===== src/rtl/uart_tx_if.sv =====
// Byte handshake between a producer and the UART transmitter.
// The producer drives data/valid. The transmitter returns ready and busy.
interface uart_tx_if;
  logic [7:0] data;
  logic       valid;
  logic       ready;
  logic       busy;

  modport master (output data, output valid, input ready, input busy);
  modport slave  (input data, input valid, output ready, output busy);
endinterface


===== src/rtl/uart_tx.sv =====
// UART transmitter: 8N1 framing, LSB first, idle-high line, one byte per valid/ready handshake.
// Define UART_TX_PARITY_EN to insert an even-parity bit between the data bits and the stop bit (8E1).
module uart_tx #(
  parameter int unsigned CLK_FREQ = 12_000_000,
  parameter int unsigned BAUDRATE = 230_400
) (
  input  logic        clk,
  input  logic        rst_n,
  uart_tx_if.slave    bus,
  output logic        tx
);

  localparam int unsigned DIV    = CLK_FREQ / BAUDRATE;
  localparam int unsigned CNT_W  = (DIV < 2) ? 1 : $clog2(DIV);
  localparam int unsigned DATA_W = 8;
  localparam int unsigned IDX_W  = 3;

  generate
    if (DIV < 2) begin : g_div_check
      $error("uart_tx: CLK_FREQ/BAUDRATE must be at least 2");
    end
  endgenerate

  typedef enum logic [2:0] {
    S_IDLE,
    S_START,
    S_DATA,
`ifdef UART_TX_PARITY_EN
    S_PARITY,
`endif
    S_STOP
  } state_t;

  state_t              state, state_next;
  logic [CNT_W-1:0]    cnt, cnt_next;
  logic [IDX_W-1:0]    idx, idx_next;
  logic [DATA_W-1:0]   shift, shift_next;
  logic                tx_next;
  logic                ready_next;
  logic                bit_end_c;
`ifdef UART_TX_PARITY_EN
  logic                par, par_next;
`endif

  assign bit_end_c = (cnt == CNT_W'(DIV - 1));

  // State and datapath registers; tx is forced high asynchronously by reset.
  always_ff @(posedge clk or negedge rst_n) begin
    if (!rst_n) begin
      state     <= S_IDLE;
      cnt       <= '0;
      idx       <= '0;
      shift     <= '0;
      tx        <= 1'b1;
      bus.ready <= 1'b1;
      bus.busy  <= 1'b0;
`ifdef UART_TX_PARITY_EN
      par       <= 1'b0;
`endif
    end else begin
      state     <= state_next;
      cnt       <= cnt_next;
      idx       <= idx_next;
      shift     <= shift_next;
      tx        <= tx_next;
      bus.ready <= ready_next;
      bus.busy  <= !ready_next;
`ifdef UART_TX_PARITY_EN
      par       <= par_next;
`endif
    end
  end

  // Next-state logic. tx_next is the line level for the state being entered,
  // so each bit appears on the registered pin at the edge that starts it.
  always_comb begin
    state_next = state;
    cnt_next   = cnt;
    idx_next   = idx;
    shift_next = shift;
    tx_next    = tx;
    ready_next = bus.ready;
`ifdef UART_TX_PARITY_EN
    par_next   = par;
`endif

    if (state != S_IDLE) begin
      cnt_next = bit_end_c ? '0 : cnt + CNT_W'(1);
    end

    case (state)
      S_IDLE: begin
        tx_next    = 1'b1;
        ready_next = 1'b1;
        if (bus.valid && bus.ready) begin
          shift_next = bus.data;
          cnt_next   = '0;
          idx_next   = '0;
          state_next = S_START;
          tx_next    = 1'b0;
          ready_next = 1'b0;
`ifdef UART_TX_PARITY_EN
          par_next   = ^bus.data;
`endif
        end
      end

      S_START: begin
        if (bit_end_c) begin
          state_next = S_DATA;
          tx_next    = shift[0];
        end
      end

      S_DATA: begin
        if (bit_end_c) begin
          if (idx == IDX_W'(DATA_W - 1)) begin
`ifdef UART_TX_PARITY_EN
            state_next = S_PARITY;
            tx_next    = par;
`else
            state_next = S_STOP;
            tx_next    = 1'b1;
`endif
          end else begin
            shift_next = shift >> 1;
            idx_next   = idx + IDX_W'(1);
            tx_next    = shift[1];
          end
        end
      end

`ifdef UART_TX_PARITY_EN
      S_PARITY: begin
        if (bit_end_c) begin
          state_next = S_STOP;
          tx_next    = 1'b1;
        end
      end
`endif

      S_STOP: begin
        if (bit_end_c) begin
          state_next = S_IDLE;
          tx_next    = 1'b1;
          ready_next = 1'b1;
        end
      end

      default: begin
        state_next = S_IDLE;
        cnt_next   = '0;
        tx_next    = 1'b1;
        ready_next = 1'b1;
      end
    endcase
  end

endmodule


===== src/flat_wrapper.sv =====
// flat-port wrapper written by rule: the top's interface ports become plain ports
module uart_tx_flat 
#(
  parameter int unsigned CLK_FREQ = 12_000_000,
  parameter int unsigned BAUDRATE = 230_400
)
  (clk, rst_n, tx, bus_data, bus_valid, bus_ready, bus_busy);
  uart_tx_if bus_i ();
  input  logic clk;
  input  logic rst_n;
  output logic tx;
  input wire logic [$bits(bus_i.data)-1:0] bus_data;
  input wire logic [$bits(bus_i.valid)-1:0] bus_valid;
  output wire logic [$bits(bus_i.ready)-1:0] bus_ready;
  output wire logic [$bits(bus_i.busy)-1:0] bus_busy;
  assign bus_i.data = bus_data;
  assign bus_i.valid = bus_valid;
  assign bus_ready = bus_i.ready;
  assign bus_busy = bus_i.busy;
  uart_tx #(.CLK_FREQ(CLK_FREQ), .BAUDRATE(BAUDRATE)) u_core (.clk(clk), .rst_n(rst_n), .bus(bus_i), .tx(tx));
endmodule

===== config.mk =====
export PLATFORM = sky130hd
export DESIGN_NAME = uart_tx_flat
export DESIGN_NICKNAME = d
export VERILOG_FILES = /design/src/rtl/uart_tx_if.sv /design/src/rtl/uart_tx.sv /design/src/flat_wrapper.sv
export SDC_FILE = /design/constraint.sdc
export NUM_CORES = 1
export LEC_CHECK = 0
export CORE_ASPECT_RATIO = 1.4
export CORE_MARGIN = 3
export CORE_UTILIZATION = 50
export DETAILED_ROUTE_END_ITERATION = 10
export GPL_TIMING_DRIVEN = 0
export PLACE_DENSITY = 0.72
export SLEW_MARGIN = 25
export SYNTH_ARGS = -nofsm -noshare
export SYNTH_HDL_FRONTEND = slang
export SYNTH_SLANG_ARGS = --single-unit

===== constraint.sdc =====
create_clock -name clk -period 2 [get_ports clk]
set_input_delay 0.3 -clock clk [delete_from_list [all_inputs] [get_ports clk]]
set_output_delay 0.3 -clock clk [all_outputs]
set_load 0.03 [all_outputs]

==> summary.txt, run 1 <==
Sw Pwr = 792 uW
Top Ports = 14
Root Buffer = clkbuf_4
ranking of synthesized cells by area = dfrtp_1 42%, mux2_4 8.8%, mux2_2 8.4%
Port Buf Inserts = 13
Switching Fraction = 37.3%
Synth warnings = 0
slowest CP cell = dfrtp_1
die width = 47.4 um
Async SR Flop Fraction = 100%
CP bufs+invs = 1
fillers = 195
RSZ-0062 raised after global routing = no
max-cap viol count = 0
depth of the most critical reg-to-reg path = 7
fmax = 0.526 GHz
routed vias = 811
clk slew on worst S/H paths = 130 ps
Synthesized Nets = 122
Mapped Cells = 103
Final nets = 142
final WL = 2190 um
largest net degree at the start of global routing = 23
Design Area, Final = 1410 um2
P per Cell Area = 1510 nW/um2
clock network power share = 9.9%
area share of the largest cell type after synthesis = 41.7%
ant diodes = 0
Worst IR Drop VDD = 1.02 mV
area grow syn2layout = 17.0%
CP Class = register to register
clock latency at the later pin of the worst-skew pair = 310 ps
final setup violation count = 0
antenna-violating nets left = 0
critical path peak fanout = 8
RR Endpoint = u_core.shift[4]
Power, Total = 2.12 mW
post-route setup TNS = 0 ps
status = complete, no violations
combinational cell fraction of total power = 53.6%
GPL Wtd Cong = 0.802
Vias/cell = 5.63
Slew @ Worst Pin = 487 ps
global-route wire length before repair = 3580 um
most frequent cells after synthesis = 20 x dfrtp_1, 9 x mux2_2, 9 x o21ai_0, 8 x ha_1
r2r setup slk = 100 ps
Synth Flop Type = dfrtp_1
die area = 3030 um2
cell breakdown of the critical path = ha_1 > ha_1 > nor2b_2 > and3_4 > o21a_1 > buf_6 > mux2_4
Clock Sinks = 22
most common cell in the netlist = dfrtp_1
final hold violations = 0
TritonCTS clock tree = built
fin crit period = 1900 ps
num rows = 20
Crit path top cell by count = ha_1
global route total overflow = 0
largest area contributor in the netlist = dfrtp_1
Flop pwr share = 36.5%
total core area = 2230 um2
Final Skew = 15.5 ps
vias in the first global route = 881
Seq/Total Area, Yosys = 46.0%
maximum clock path buffer count = 2
initial antenna violation count = 0
WL/cell = 15.2 um
CP delay by family, top = flip-flops
placed cell area = 1360 um2
P_leak = 0.626 nW
Setup crit end kind = register
Synth Register Bits = 22
layout cells sized above 1 = 24.6%
hold crit path type = input port to async pin
synthesized area per cell = 11.7 um2
CP max stage delay = 420 ps
Yosys cell types = 31
initial core utilization = 53.9%
die height = 64.0 um
# DRC = 0
Slew headroom = 67.5%
Setup crit start kind = register
DR iter-0 viols = 9
r2r startpoint = u_core.idx[0]
CP Data Arrival Time = 2100 ps
TritonCTS Buffers = 3
All-Layer GR Usage = 15.9%
P_int = 1.33 mW
drt first pass iters = 3
crit share post-route = 95.1%
number of flops mapped to enable cells by yosys = 0
Slew Viols, Final = 0
CP Data Required Time = 2190 ps
DP HPWL = 1620 um
H-Tree Depth = 1
post-synthesis cell area = 1200 um2
cells in the final DEF, fill, tap and decap left out, drive strengths merged, types with 2 or more instances in the layout:
cell and count:
nor3 4, inv 4, dfstp 2, a21oi 4
nand3 3, clkbuf 6, nand2 7, buf 4
dfrtp 20, clkdlybuf4s50 12, mux2 16, a32o 3
o21ai 9, ha 8, o21a 2, nor2b 3
and2 2
state kept, by name, indices dropped and copies added (netlist names):
register,cells
u_core.tx,1
u_core.bus.ready,1
u_core.bus.busy,1
u_core.cnt,6
u_core.shift,8
u_core.idx,3
u_core.state,2
layer usage:
| layer | share of wire (%) | routed length (um) | global-route usage (%) |
|---|---|---|---|
| met5 | 0 | 0 | 0 |
| met4 | 1.1 | 24 | 4.15 |
| met3 | 2.9 | 64 | 2.54 |
| met2 | 52 | 1140 | 29.2 |
| met1 | 44 | 953 | 17.6 |
cell families (layout without fill, tap and decap cells):
family	after synthesis	after routing	synth area share, %
AOI/OAI and AO/OA	21	21	11.4
muxes	17	17	18.0
adders and majority gates	8	8	8.33
and+or+nand+nor	25	25	11.6
buffers and inverters	8	27	3.23
xor gates and xnor gates	2	2	1.46
DFF	22	22	46.0
power groups by stage:
stage | sequential, mW | combinational, mW | clock [mW]
global placement | 0.781 | 1.09 | 0
CTS | 0.775 | 1.15 | 0.218
detailed placement | 0.789 | 1.11 | 0
global route | 0.791 | 1.26 | 0.241
finish | 0.774 | 1.14 | 0.210
floorplan | 0.814 | 0.819 | 0
through the flow:
stage / worst slack, ps / cells / hold slack, ps / util, %
2_1_floorplan: 210 / 103 / 4.41 / -
3_3_place_gp: -22.3 / 138 / 469 / 61.0
3_5_place_dp: -71.2 / 138 / 494 / 61.0
4_1_cts: 48.6 / 143 / 514 / 62.8
5_1_grt: 19.0 / 144 / 493 / 63.1
6_report: 97.6 / 144 / 472 / 63.1
cell type report:
class	instances	area [um2]	area share [%]
plain buffers	4	23.8	1.69
flip-flops and latches	22	553	39.4
multi-input cells	73	617	43.9
well taps	22	27.5	1.96
repair buffers	15	143	10.2
clock buffers	4	26.3	1.87
inverters	4	15.0	1.07
worst max path at each step:
stage / from / end / slack [ps] / cells past startpoint
2_1_floorplan: u_core.state[0] / u_core.state[1] / 210 / 7
3_3_place_gp: u_core.state[0] / u_core.state[1] / -20 / 7
3_5_place_dp: u_core.state[0] / u_core.state[1] / -70 / 7
4_1_cts: u_core.idx[0] / u_core.shift[4] / 50 / 7
5_1_grt: u_core.state[0] / u_core.state[1] / 20 / 7
6_report: u_core.idx[0] / u_core.shift[4] / 100 / 7
repair_timing:
action / CTS / global route
pin swaps: 0 / 1
hold endpoints to repair: 0 / 20
hold buffers: 0 / 1
setup endpoints to repair: 1 / 7
buffers inserted: 1 / 0
gates resized for setup: 1 / 1
(Power assumes the default switching activity.)
==> run 2, diff against run 1 <==
CAP_MARGIN = 40   (was not set)
==> run 2 against run 1 <==
First-iteration DRC count decreased by 11%. Wire length increased by 2.8%. Register-to-register slack about the same. Sequential cell count unchanged. Combinational power increased by 4%. Via count increased by 2.5%. Fmax about the same. Cell count unchanged. Global-route usage increased by 0.60 points. Critical path type unchanged. Clock-buffer cell count unchanged. Clock power about the same. Largest power group unchanged.
==> summary.txt, run 2 (synthesis results as in run 1) <==
Crit path top cell by count = ha_1
CP Data Required Time = 2190 ps (about the same)
status = complete, no violations
All-Layer GR Usage = 16.5% (+0.60 points)
global-route wire length before repair = 3730 um (+4.2%)
DR iter-0 viols = 8 (-1)
# DRC = 0 (unchanged)
fin crit period = 1900 ps (+1.04 ps)
final setup violation count = 0 (unchanged)
maximum clock path buffer count = 2 (unchanged)
clk slew on worst S/H paths = 120 ps (about the same)
Design Area, Final = 1430 um2 (+2.0%)
initial antenna violation count = 0 (unchanged)
placed cell area = 1370 um2 (+1.1%)
die area = 3030 um2 (unchanged)
slowest CP cell = dfrtp_1
initial core utilization = 53.9% (unchanged)
met3 wire length = 96 um (+50%)
TritonCTS clock tree = built
total core area = 2230 um2 (unchanged)
Clock Sinks = 22 (unchanged)
CP max stage delay = 420 ps (about the same)
Final nets = 142 (unchanged)
Final Skew = 13.0 ps (-2.52 ps)
CP bufs+invs = 1 (unchanged)
Slew headroom = 64.3% (-3.3 points)
CP delay by family, top = flip-flops
post-route setup TNS = 0 ps (unchanged)
wl on met1 = 960 um (+0.73%)
die height = 64.0 um (unchanged)
placed insts = 139 (+0.72%)
area grow syn2layout = 19.3%
H-Tree Depth = 1 (unchanged)
Port Buf Inserts = 13 (unchanged)
critical path peak fanout = 8 (unchanged)
total length of routed met2 wires = 1170 um (+2.1%)
depth of the most critical reg-to-reg path = 7 (unchanged)
Slew Viols, Final = 0 (unchanged)
clock latency at the later pin of the worst-skew pair = 310 ps (about the same)
Setup crit start kind = register
crit share post-route = 95.2% (about the same)
hold slack = 323 ps (-148 ps)
ant diodes = 0 (unchanged)
TritonCTS Buffers = 3 (unchanged)
global route total overflow = 0 (unchanged)
cell breakdown of the critical path = ha_1 > ha_1 > nor2b_2 > and3_4 > o21a_1 > buf_6 > mux2_4
final WL = 2250 um (+2.8%)
CP Class = register to register
num rows = 20 (unchanged)
RSZ-0062 raised after global routing = no
Slew @ Worst Pin = 534 ps (+47.5 ps)
most common cell after layout, fill and taps aside = dfrtp_1
r2r startpoint = u_core.idx[0]
Worst IR Drop VDD = 0.867 mV (-15%)
hold crit path type = input port to async pin
drt first pass iters = 4 (+1)
Max Used Layer = met4
largest net degree at the start of global routing = 13 (-43%)
WL/cell = 15.6 um (+2.8%)
P per Cell Area = 1520 nW/um2 (+0.68%)
max-cap viol count = 0 (unchanged)
RR Endpoint = u_core.shift[4]
vias in the first global route = 885 (+0.45%)
commonest cells after routing, fill and taps aside = 20 x dfrtp_1, 13 x clkdlybuf4s50_1, 9 x o21ai_0, 9 x mux2_2, 8 x ha_1
Vias/cell = 5.77 (+2.5%)
DP HPWL = 1690 um (+4.5%)
biggest regs = u_core.shift (8), u_core.cnt (6), u_core.idx (3)
Top Ports = 14 (unchanged)
max reg flops = 8 (unchanged)
die width = 47.4 um (unchanged)
P_leak = 0.630 nW (+0.67%)
Top reg by flops = u_core.shift
layout cells sized above 1 = 27.0% (+2.5 points)
CP Data Arrival Time = 2100 ps (about the same)
antenna-violating nets left = 0 (unchanged)
Root Buffer = clkbuf_4
final hold violations = 0 (unchanged)
Setup crit end kind = register
# hold bufs at CTS = 0 (unchanged)
GPL Wtd Cong = 0.802 (unchanged)
Finished Layout Cells = 144 (unchanged)
Power, Total = 2.18 mW (+2.7%)
fmax = 0.525 GHz (about the same)
r2r setup slk = 100 ps (about the same)
routed vias = 831 (+2.5%)
## run 2: cell count changes in the layout (fill, tap and decap cells not counted), sizes merged
cell | before | now
clkdlybuf4s50 | 12 | 13
dlygate4sd3 | 1 | 0
## run 2: routing by layer
metal,vias up,global-route usage [%]
li1,407,-
met3,4,3.10
met2,18,28.7
met4,0,4.15
met1,402,19.7
met5,-,0
## run 2: per-stage QoR
stage	utilization (%)	setup slack [ps]
2_1_floorplan	-	210
3_3_place_gp	61.0	-22.3
3_5_place_dp	61.7	-57.2
4_1_cts	63.1	36.0
5_1_grt	64.3	0.0304
6_report	64.3	96.6
## run 2: how the worst max path moves through the flow
stage	depth (start not counted)	from	to
floorplan	7	u_core.state[0]	u_core.state[1]
global placement	7	u_core.state[0]	u_core.state[1]
detailed placement	7	u_core.state[0]	u_core.state[1]
CTS	7	u_core.state[0]	u_core.state[1]
global route	7	u_core.state[0]	u_core.state[1]
finish	7	u_core.idx[0]	u_core.shift[4]
## run 2: report_power, final
group	internal (mW)	switching [mW]	leakage [nW]
clock network	0.0778	0.130	0.0150
registers	0.648	0.133	0.273
logic	0.634	0.554	0.343
total	1.36	0.817	0.630
## run 2: area by class of cell
cell class / count / area (um2)
buffer: 4 / 26.3
clock buffer: 4 / 26.3
fill: 189 / 795
inverter: 4 / 15.0
multi-input combinational: 73 / 632
sequential: 22 / 553
tap: 22 / 27.5
timing repair buffer: 15 / 153
## run 2: what timing repair did
item,in CTS,in global routing
setup endpoints to repair,1,8
buffers inserted,0,1
pin swaps,1,1
resized for setup,1,7
==> run 3, diff against run 2 <==
RECOVER_POWER = 100   (was not set)
==> run 3 against run 2 <==
Hold slack better by 50 ps. Register-to-register slack about the same. Combinational power about the same. Non-clock buffer count unchanged. Clock-buffer cell count unchanged. Sequential share of layout area up 0.34 points. Sequential cell count unchanged. Sequential power about the same. Clock skew about the same. Total power down 0.70%. Cell area down 0.87%. Critical path type is now register to primary output. Critical endpoint is now bus_ready. Largest cell class unchanged. Largest power group unchanged. Highest routed layer unchanged.
==> summary.txt, run 3 (synthesis results as in run 1) <==
ant diodes = 0 (unchanged)
largest net degree at the start of global routing = 13 (unchanged)
CP Data Required Time = 1700 ps (-490 ps)
P per Cell Area = 1520 nW/um2 (+0.17%)
final WL = 2240 um (-0.18%)
TritonCTS Buffers = 3 (unchanged)
Setup crit end kind = primary output
hold crit path type = input port to async pin
WL/cell = 15.6 um (-0.18%)
DP HPWL = 1690 um (unchanged)
# hold bufs at CTS = 0 (unchanged)
Clock Sinks = 22 (unchanged)
P_leak = 0.623 nW (-1.1%)
critical path peak fanout = 4 (-4)
Top reg by flops = u_core.shift
CP Class = register to primary output
die width = 47.4 um (unchanged)
Slew Viols, Final = 0 (unchanged)
die height = 64.0 um (unchanged)
total core area = 2230 um2 (unchanged)
r2r startpoint = u_core.idx[0]
Vias/cell = 5.71 (-1.1%)
CP Data Arrival Time = 1600 ps (-500 ps)
All-Layer GR Usage = 16.5% (unchanged)
Slew headroom = 55.4% (-8.8 points)
clk slew on worst S/H paths = 120 ps (about the same)
vias in the first global route = 885 (unchanged)
die area = 3030 um2 (unchanged)
fmax = 0.526 GHz (about the same)
crit path launch = u_core.bus.ready
final hold violations = 0 (unchanged)
final setup violation count = 0 (unchanged)
antenna-violating nets left = 0 (unchanged)
routed vias = 822 (-1.1%)
Setup crit start kind = register
max-cap viol count = 0 (unchanged)
TritonCTS clock tree = built
Port Buf Inserts = 13 (unchanged)
CP delay by family, top = buffers and inverters
area grow syn2layout = 18.2%
most common cell after layout, fill and taps aside = dfrtp_1
clock latency at the later pin of the worst-skew pair = 310 ps (about the same)
maximum clock path buffer count = 2 (unchanged)
slowest CP cell = dlygate4sd3_1
Final nets = 142 (unchanged)
Worst IR Drop VDD = 0.852 mV (-1.7%)
fillers = 190 (+0.53%)
crit share post-route = 95.1% (about the same)
GPL Wtd Cong = 0.802 (unchanged)
global route total overflow = 0 (unchanged)
H-Tree Depth = 1 (unchanged)
initial core utilization = 53.9% (unchanged)
layout cells sized above 1 = 25.4% (-1.6 points)
fin crit period = 1900 ps (-1.12 ps)
status = complete, no violations
CP bufs+invs = 1 (unchanged)
global-route wire length before repair = 3730 um (unchanged)
num rows = 20 (unchanged)
biggest regs = u_core.shift (8), u_core.cnt (6), u_core.idx (3)
Final Skew = 13.2 ps (+0.270 ps)
commonest cells after routing, fill and taps aside = 20 x dfrtp_1, 9 x o21ai_0, 9 x mux2_2, 9 x clkdlybuf4s50_1, 8 x ha_1
placed cell area = 1370 um2 (unchanged)
CP max stage delay = 740 ps (+320 ps)
cell breakdown of the critical path = dlygate4sd3_1
final core occ = 63.8% (-0.56 points)
drt first pass iters = 4 (unchanged)
Slew @ Worst Pin = 669 ps (+134 ps)
# DRC = 0 (unchanged)
max reg flops = 8 (unchanged)
initial antenna violation count = 0 (unchanged)
Design Area, Final = 1420 um2 (-0.87%)
DR iter-0 viols = 8 (unchanged)
Root Buffer = clkbuf_4
Top Ports = 14 (unchanged)
## run 3: cell types whose count changed in the layout (fill, tap and decap cells not counted), sizes merged
cell | before | now
dlygate4sd3 | 0 | 4
clkdlybuf4s50 | 13 | 9
buf | 4 | 3
clkbuf | 6 | 7
## run 3: stage by stage
step / instances / TNS, ps / setup slack (ps) / hold slack (ps) / total power [mW]
after detailed placement: 139 / -57.2 / -57.2 / 492 / 1.90
after floorplan: 103 / 0 / 210 / 4.41 / 1.63
final: 144 / 0 / 97.7 / 373 / 2.16
after CTS: 143 / 0 / 36.0 / 335 / 2.13
after global routing: 144 / -0.206 / -0.206 / 384 / 2.35
after global placement: 138 / -22.3 / -22.3 / 469 / 1.87
## run 3: layout make-up
type	count	area [um2]	area share, %
multi-input cells	73	631	44.4
flip-flops and latches	22	553	38.9
repair buffers	15	141	9.96
well taps	22	27.5	1.94
clock buffers	4	26.3	1.85
plain buffers	4	26.3	1.85
inverters	4	15.0	1.06
## run 3: path summary, 6_finish.rpt
path                                        end  slack [ps]  cells after the start
worst min register to register    u_core.idx[0]         510                      1
min in group clk                  u_core.idx[0]         510                      1
worst min-delay path              u_core.idx[0]         370                      1
worst max-delay path                  bus_ready         100                      1
max in group asynchronous       u_core.shift[0]         660                      2
worst max register to register  u_core.shift[4]         100                      7
## run 3: repair_timing
action / CTS / global route
gates resized for setup: 1 / 7
buffers inserted: 0 / 1
setup endpoints to repair: 1 / 8
pin swaps: 1 / 1
## run 3: routing by layer
layer | vias up | track usage [%] | part of all wire (%)
met5 | - | 0 | 0
met2 | 18 | 28.7 | 52
met1 | 395 | 19.7 | 43
li1 | 407 | - | -
met3 | 2 | 3.10 | 4.3
met4 | 0 | 4.15 | 0.85
## run 3: report_power, final
group / switching, mW / total [mW] / leakage (nW) / internal [mW]
clock network: 0.130 / 0.207 / 0.0150 / 0.0777
registers: 0.132 / 0.779 / 0.273 / 0.647
logic: 0.554 / 1.17 / 0.336 / 0.621
total: 0.815 / 2.16 / 0.623 / 1.35
